<file path="src/rtl/mux8_rr_arbiter.sv">
// Round-robin arbiter for an 8:1 shared mux path with a bounded hold time.
// Grants, select and busy are all registered; req has no combinational path to outputs.
module mux8_rr_arbiter #(
  parameter int unsigned MAX_HOLD = 8
) (
  input  logic       clk,
  input  logic       rst_n,
  input  logic [7:0] req,
  output logic [7:0] gnt,
  output logic [2:0] sel,
  output logic       busy
);

  localparam logic [7:0] HOLD_MAX = 8'(MAX_HOLD);

  typedef enum logic {
    IDLE,
    GRANT
  } state_t;

  state_t     state;
  logic [2:0] ptr;
  logic [7:0] hold;

  logic [7:0] cand;
  logic       found;
  logic [2:0] pick;
  logic [2:0] idx;

  // The current holder is masked out so a handoff or preemption never re-grants it.
  always_comb begin
    cand  = (state == GRANT) ? (req & ~gnt) : req;
    found = 1'b0;
    pick  = '0;
    idx   = '0;
    for (int unsigned i = 0; i < 8; i++) begin
      idx = ptr + 3'(i);
      if (!found && cand[idx]) begin
        found = 1'b1;
        pick  = idx;
      end
    end
  end

  always_ff @(posedge clk or negedge rst_n) begin
    if (!rst_n) begin
      state <= IDLE;
      gnt   <= '0;
      sel   <= '0;
      busy  <= 1'b0;
      ptr   <= '0;
      hold  <= '0;
    end else begin
      case (state)
        IDLE: begin
          if (found) begin
            state <= GRANT;
            gnt   <= 8'b1 << pick;
            sel   <= pick;
            busy  <= 1'b1;
            ptr   <= pick + 3'd1;
            hold  <= 8'd1;
          end
        end
        GRANT: begin
          if (req[sel] && (hold < HOLD_MAX)) begin
            hold <= hold + 8'd1;
          end else if (found) begin
            // Release with other requesters pending, or hold limit reached: hand off.
            gnt  <= 8'b1 << pick;
            sel  <= pick;
            ptr  <= pick + 3'd1;
            hold <= 8'd1;
          end else if (!req[sel]) begin
            state <= IDLE;
            gnt   <= '0;
            busy  <= 1'b0;
            hold  <= '0;
          end
          // Otherwise the holder keeps the grant alone with hold saturated.
        end
        default: begin
          state <= IDLE;
          gnt   <= '0;
          busy  <= 1'b0;
          hold  <= '0;
        end
      endcase
    end
  end

endmodule

</file>
<file path="config.mk">
export PLATFORM = sky130hd
export DESIGN_NAME = mux8_rr_arbiter
export DESIGN_NICKNAME = d
export VERILOG_FILES = /design/src/rtl/mux8_rr_arbiter.sv
export SDC_FILE = /design/constraint.sdc
export NUM_CORES = 1
export LEC_CHECK = 0
export BUFFER_PORTS_ARGS = -buffer_cell sky130_fd_sc_hd__buf_2
export CORE_MARGIN = 4
export CORE_UTILIZATION = 50
export DETAILED_ROUTE_END_ITERATION = 8
export PLACE_DENSITY = 0.72
export SLEW_MARGIN = 20
export SYNTH_ARGS = -nofsm -noshare
export SYNTH_HDL_FRONTEND = slang
export SYNTH_SLANG_ARGS = --single-unit
export TNS_END_PERCENT = 30
</file>
<file path="constraint.sdc">
create_clock -name clk -period 3.14 [get_ports clk]
set_input_delay 0.157 -clock clk [delete_from_list [all_inputs] [get_ports clk]]
set_output_delay 0.157 -clock clk [all_outputs]
set_load 0.01 [all_outputs]
</file>
Word level (Yosys, flattened, before mapping)
Cells that the tools add are included.
{"block": "op_classes", "reduce_logical": 18, "eq_ne": 6, "n_mux": 60, "shifts": 1, "bitwise_logic": 3, "add_sub_neg": 9, "magnitude_cmp": 10}
{"cell": "$mux W8", "n": 8}
{"cell": "$lt A3 B4 Y1 const B", "n": 9}
{"cell": "$mux W3", "n": 12}
{"cell": "$pmux W8 S2", "n": 2}
{"cell": "$bmux W1 S3", "n": 9}
{"cell": "$mux W1", "n": 25}
{"cell": "$add A3 B3 Y3 const B", "n": 4}
{"cell": "$pmux W3 S2", "n": 2}
{"cell": "$add A8 B1 Y8 const B", "n": 1}
{"cell": "$and A8 B8 Y8", "n": 1}
{"cell": "$logic_and A1 B1 Y1", "n": 8}
{"cell": "$lt A8 B4 Y1 const B", "n": 1}
{"cell": "$ne A2 B2 Y1 const B", "n": 4}
{"cell": "$not A8 Y8", "n": 1}
{"cell": "$shl A1 B3 Y8 const A", "n": 1}
{"cell": "$logic_not A1 Y1", "n": 7}
{"cell": "$add A3 B1 Y3 const B", "n": 2}
{"cell": "$add A3 B2 Y3 const B", "n": 2}
{"cell": "$ne A4 B3 Y1 const B", "n": 1}
{"cell": "$pmux W1 S2", "n": 2}
{"cell": "$reduce_and A4 Y1", "n": 1}
{"cell": "$ne A3 B3 Y1 const B", "n": 1}
{"cell": "$reduce_and A3 Y1", "n": 1}
{"cell": "$reduce_and A2 Y1", "n": 1}
{"cell": "$not A1 Y1", "n": 1}
{"block": "totals", "inputBits": 10, "elab_cells": 113, "regBits": 24, "out_inout_bits": 12}

Depth between registers and ports, before layout
{"block": "depth", "word_depth": 31, "depth_mapped": 15, "mapped_depth_nobuf": 13}

Worst setup path before layout
OpenSTA, ideal clock, no wires.
{"block": "synth_timing", "path_kind": "register -> register", "start": "reg ptr[0]", "end": "reg gnt[7]", "n_path_buf": 2, "required_ns": 3.019, "arrival_ns": 3.013, "stages_incl_launch_ff": 14, "setup_time_ns": 0.121, "setup_slack_ns": 0.006, "period_less_slack_ns": 3.134, "cell_sequence": "dfrtp_1 -> buf_6 -> inv_4 -> ha_1 -> clkbuf_1 -> inv_1 -> mux4_2 -> and3_1 -> nor4_2 -> a2bb2oi_2 -> nor2_4 -> nor2_1 -> ha_1 -> a22o_1"}
{"block": "synth_between", "elab_chain_len": 28, "word_cells_on_any_way": 61, "cone_classes": "7 x add/sub; 2 x eq/ne; 1 x shift; 36 x mux; 15 x reduce/logical"}
{"item": "from (decl)", "line": "22", "source": "logic [2:0] ptr;"}
{"item": "from (signal assigned)", "line": "61", "source": "ptr <= pick + 3'd1;"}
{"item": "from (signal assigned)", "line": "72", "source": "ptr <= pick + 3'd1;"}
{"item": "parallel branches: the longest is 28 deep, another holds $add A3 B1 Y3"}
{"item": "to (signal assigned)", "line": "58", "source": "gnt <= 8'b1 << pick;"}
{"item": "to (signal assigned)", "line": "70", "source": "gnt <= 8'b1 << pick;"}
{"item": "to (decl)", "line": "9", "source": "output logic [7:0] gnt,"}
Several ways; the timed one is not identified. The select of a mux whose other input is x is not followed.
A chain may end at the register's enable or synchronous reset.

Final worst setup path
{"block": "layout_timing", "start": "reg state", "end": "reg gnt[3]"}
{"block": "layout_between", "elab_chain_len": 29, "word_cells_on_any_way": 57, "cone_classes": "3 x eq/ne; 1 x shift; 37 x mux; 1 x bitwise; 15 x reduce/logical"}
{"item": "from (decl)", "line": "21", "source": "state_t state;"}
{"item": "from (signal assigned)", "line": "47", "source": "state <= IDLE;"}
{"item": "from (signal assigned)", "line": "57", "source": "state <= GRANT;"}
{"item": "from (signal assigned)", "line": "75", "source": "state <= IDLE;"}
{"item": "$mux W8 (*)", "line": "32", "source": "cand = (state == GRANT) ? (req & ~gnt) : req;"}
{"item": "$bmux W1 S3", "line": "38", "source": "if (!found && cand[idx]) begin"}
{"item": "$mux W1 (implied by the code)", "line": "38"}
{"item": "$mux W1", "line": "38"}
{"item": "$logic_not A1 Y1", "line": "38"}
{"item": "$logic_and A1 B1 Y1", "line": "38"}
{"item": "$mux W1", "line": "38"}
{"item": "$logic_not A1 Y1", "line": "38"}
{"item": "[14 not listed]"}
{"item": "$logic_not A1 Y1", "line": "38"}
{"item": "$logic_and A1 B1 Y1", "line": "38"}
{"item": "$mux W3 (*)", "line": "38"}
{"item": "via pick[1]", "line": "27", "source": "logic [2:0] pick;"}
{"item": "$shl A1 B3 Y8 (*)", "line": "58, 70"}
{"item": "$mux W8", "line": "68", "source": "end else if (found) begin"}
{"item": "$mux W8", "line": "66", "source": "if (req[sel] && (hold < HOLD_MAX)) begin"}
{"item": "$pmux W8 S2 (*)", "line": "54", "source": "case (state)"}
The timed path passes the listed nets; every way through them passes the cells marked *. The select of a mux whose other input is x is not followed.

==> flow_summary.ini <==
[final_layout]
num_antenna_cells = 0
nets = 269
drive_gt1_frac = 0.3745
syn_to_final_growth_pct = 16.38
final_cell_count_no_fill = 303

[die]
design.portCount = 22
num_rows = 24
start_util = 0.5259
die_h_um = 76.37
coreArea_mm2 = 0.004444
die-area_mm2 = 0.005832
dieWidth_um = 76.37

[placement]
dp_cells = 298
gp_congestion = 0.9194
place_hpwl_um = 4470
io_buffers = 21

[global_routing]
grt_max_degree = 25
overflow = 0
grt_usage = 0.2033
grt_pass1_wl_um = 9660
grt_antenna_before_repair = 0
grt_pass1_vias = 1928

[setup_path]
critPathMaxFanout = 19
r2r_setup_slack_ns = 0.1
startpoint = state
r2r-start = state
r2r-end = gnt[3]
critical_path_class = flop to flop
cp.required_ns = 3.30
cp.arrival_ns = 3.20
rr_worst_depth = 11
start_kind = flop
cp-end-kind = flop

[synth]
synth_area_leaders = dfrtp_1, mux4_2, mux2i_1
synth_flop_cell = dfrtp_1
synth_area_leader_cell = dfrtp_1
postSynthCellCount = 218
synth-edff-count = 0
synth_cell_types = 62
yosys_warnings = 0
synth_nets = 235
syn_area_mm2 = 0.002337
seq_area_frac_synth = 0.2570
syn_avg_cell_area_um2 = 10.72
synth_top_area_frac = 0.2570
synth_seq_cells = 24
async_flop_share = 1.000

[clocking]
cts_buffers = 3
clkLatencyLatePin_ns = 0.27
cts_setup_buffers = 0
cts_tree = built
cts_root_buf = clkbuf_8
clkSinkCount = 24
path_clk_slew_ns = 0.09
clk_path_buf_depth = 2
cts.htree.levels = 1

[sta]
grt_setup_unrepaired = true
slew_violations = 0
skew_ns = 0.007645
max_freq_mhz = 328.6
finalHoldViolations = 0
slew_headroom = 0.6183
period_minus_slack_ns = 3.043
finalSetupViolations = 0
period_share = 0.9691
worstMarginPinSlew_ns = 0.5681

[routing]
via_per_inst = 6.617
num_vias = 2005
detail_route.wl_per_cell_um = 19.24
drt_iter0_drc = 124
drcViolationCount = 0
wl_um = 5830
ant_nets = 0
first_pass_iters = 4

[run]
maxCapViolCount = 0

[hold_path]
hold_class = primary input to async pin

[run_status]
status = completed
## metrics by stage
step / hold WS (ns) / setup TNS, ns / util / cell area (um2) / setup WS [ns]
3_3_place_gp: 0.1711 / 0 / 0.5800 / 2577 / 0.1323
5_1_grt: 0.4360 / -0.02634 / 0.6121 / 2720 / -0.01957
4_1_cts: 0.4034 / 0 / 0.5983 / 2659 / 0.02684
3_5_place_dp: 0.1719 / 0 / 0.5800 / 2577 / 0.07727
6_report: 0.3907 / 0 / 0.6121 / 2720 / 0.09713
2_1_floorplan: -0.1386 / 0 / - / 2337 / 0.005670
## registers in the layout (all words and copies together), names as in the netlist
| name | count |
|---|---|
| gnt | 8 |
| hold | 8 |
| ptr | 3 |
| sel | 3 |
| busy | 1 |
| state | 1 |
## worst max path at each step
stage / to / depth (start not counted)
after floorplan: gnt[7] / 13
after detailed placement: ptr[2] / 11
after global routing: ptr[2] / 11
final: gnt[3] / 11
after CTS: ptr[2] / 11
after global placement: ptr[2] / 11
## routing by layer
layer,vias up,track usage,wire (um)
met1,996,0.2825,2433
met5,-,0,0
met3,8,0.03428,436
met2,82,0.3383,2901
li1,919,-,-
met4,0,0.03442,59
## logic make-up (layout without fill, tap and decap cells)
| group | after synthesis | count (layout) | synth area share |
|---|---|---|---|
| muxes | 37 | 37 | 0.2591 |
| and+or+nand+nor | 61 | 61 | 0.1381 |
| xor gates and xnor gates | 4 | 4 | 0.01499 |
| adders and majority gates | 7 | 7 | 0.03747 |
| DFF | 24 | 24 | 0.2570 |
| buffers and inverters | 21 | 54 | 0.05246 |
| AOI/OAI and AO/OA | 64 | 64 | 0.2409 |
## final cells by class
cell class                      instances  area, um2
Inverter                               12      47.55
Fill cell                             365       1724
Timing Repair Buffer                   38      264.0
Clock inverter                          1      30.03
Multi-Input combinational cell        173       1670
Clock buffer                            3      41.29
Tap cell                               52      65.06
Sequential cell                        24      601.8
## worst max-delay path, stage by stage (launching register included)
cell and delay (ns):
dfrtp_1 0.40, buf_12 0.17, a21boi_2 0.29, mux2i_1 0.18, mux4_2 0.60, a311o_1 0.35, nand3_1 0.08, o211ai_1 0.21
inv_2 0.15, nor2_1 0.07, ha_1 0.19, a22o_1 0.21
## cells in the mapped netlist, types with 4 or more instances
master     instances
o211ai_1           4
a21boi_4           4
nor2_1            22
o21ai_0            4
nand3_1            5
mux4_2            17
a21boi_2           4
nand2_1           11
inv_1              8
o2bb2ai_1          4
mux2i_1           11
dfrtp_1           24
a21oi_1            7
a31oi_1            4
mux2_2             5
ha_1               7
buf_6              5
## repair_timing
item,4_1_cts,5_1_grt
gates resized for setup,0,10
hold endpoints to repair,24,0
endpoints found under the setup margin,0,8
hold buffers,1,0
## cells in the final DEF, fill, tap and decap left out, types with 4 or more instances in the layout
cell type and count:
nor2_1 22, nand3_1 5, a31oi_1 4, buf_2 21
o21ai_0 4, nand2_1 11, a21oi_1 7, mux2_2 5
o211ai_1 4, buf_4 13, inv_1 8, mux4_2 17
ha_1 7, o2bb2ai_1 4, a21boi_4 5, mux2i_1 9
dfrtp_1 23
Power is left out: the tool's default activity adds up to more than one toggle a clock period on the data nets, which glitch-free logic cannot reach.
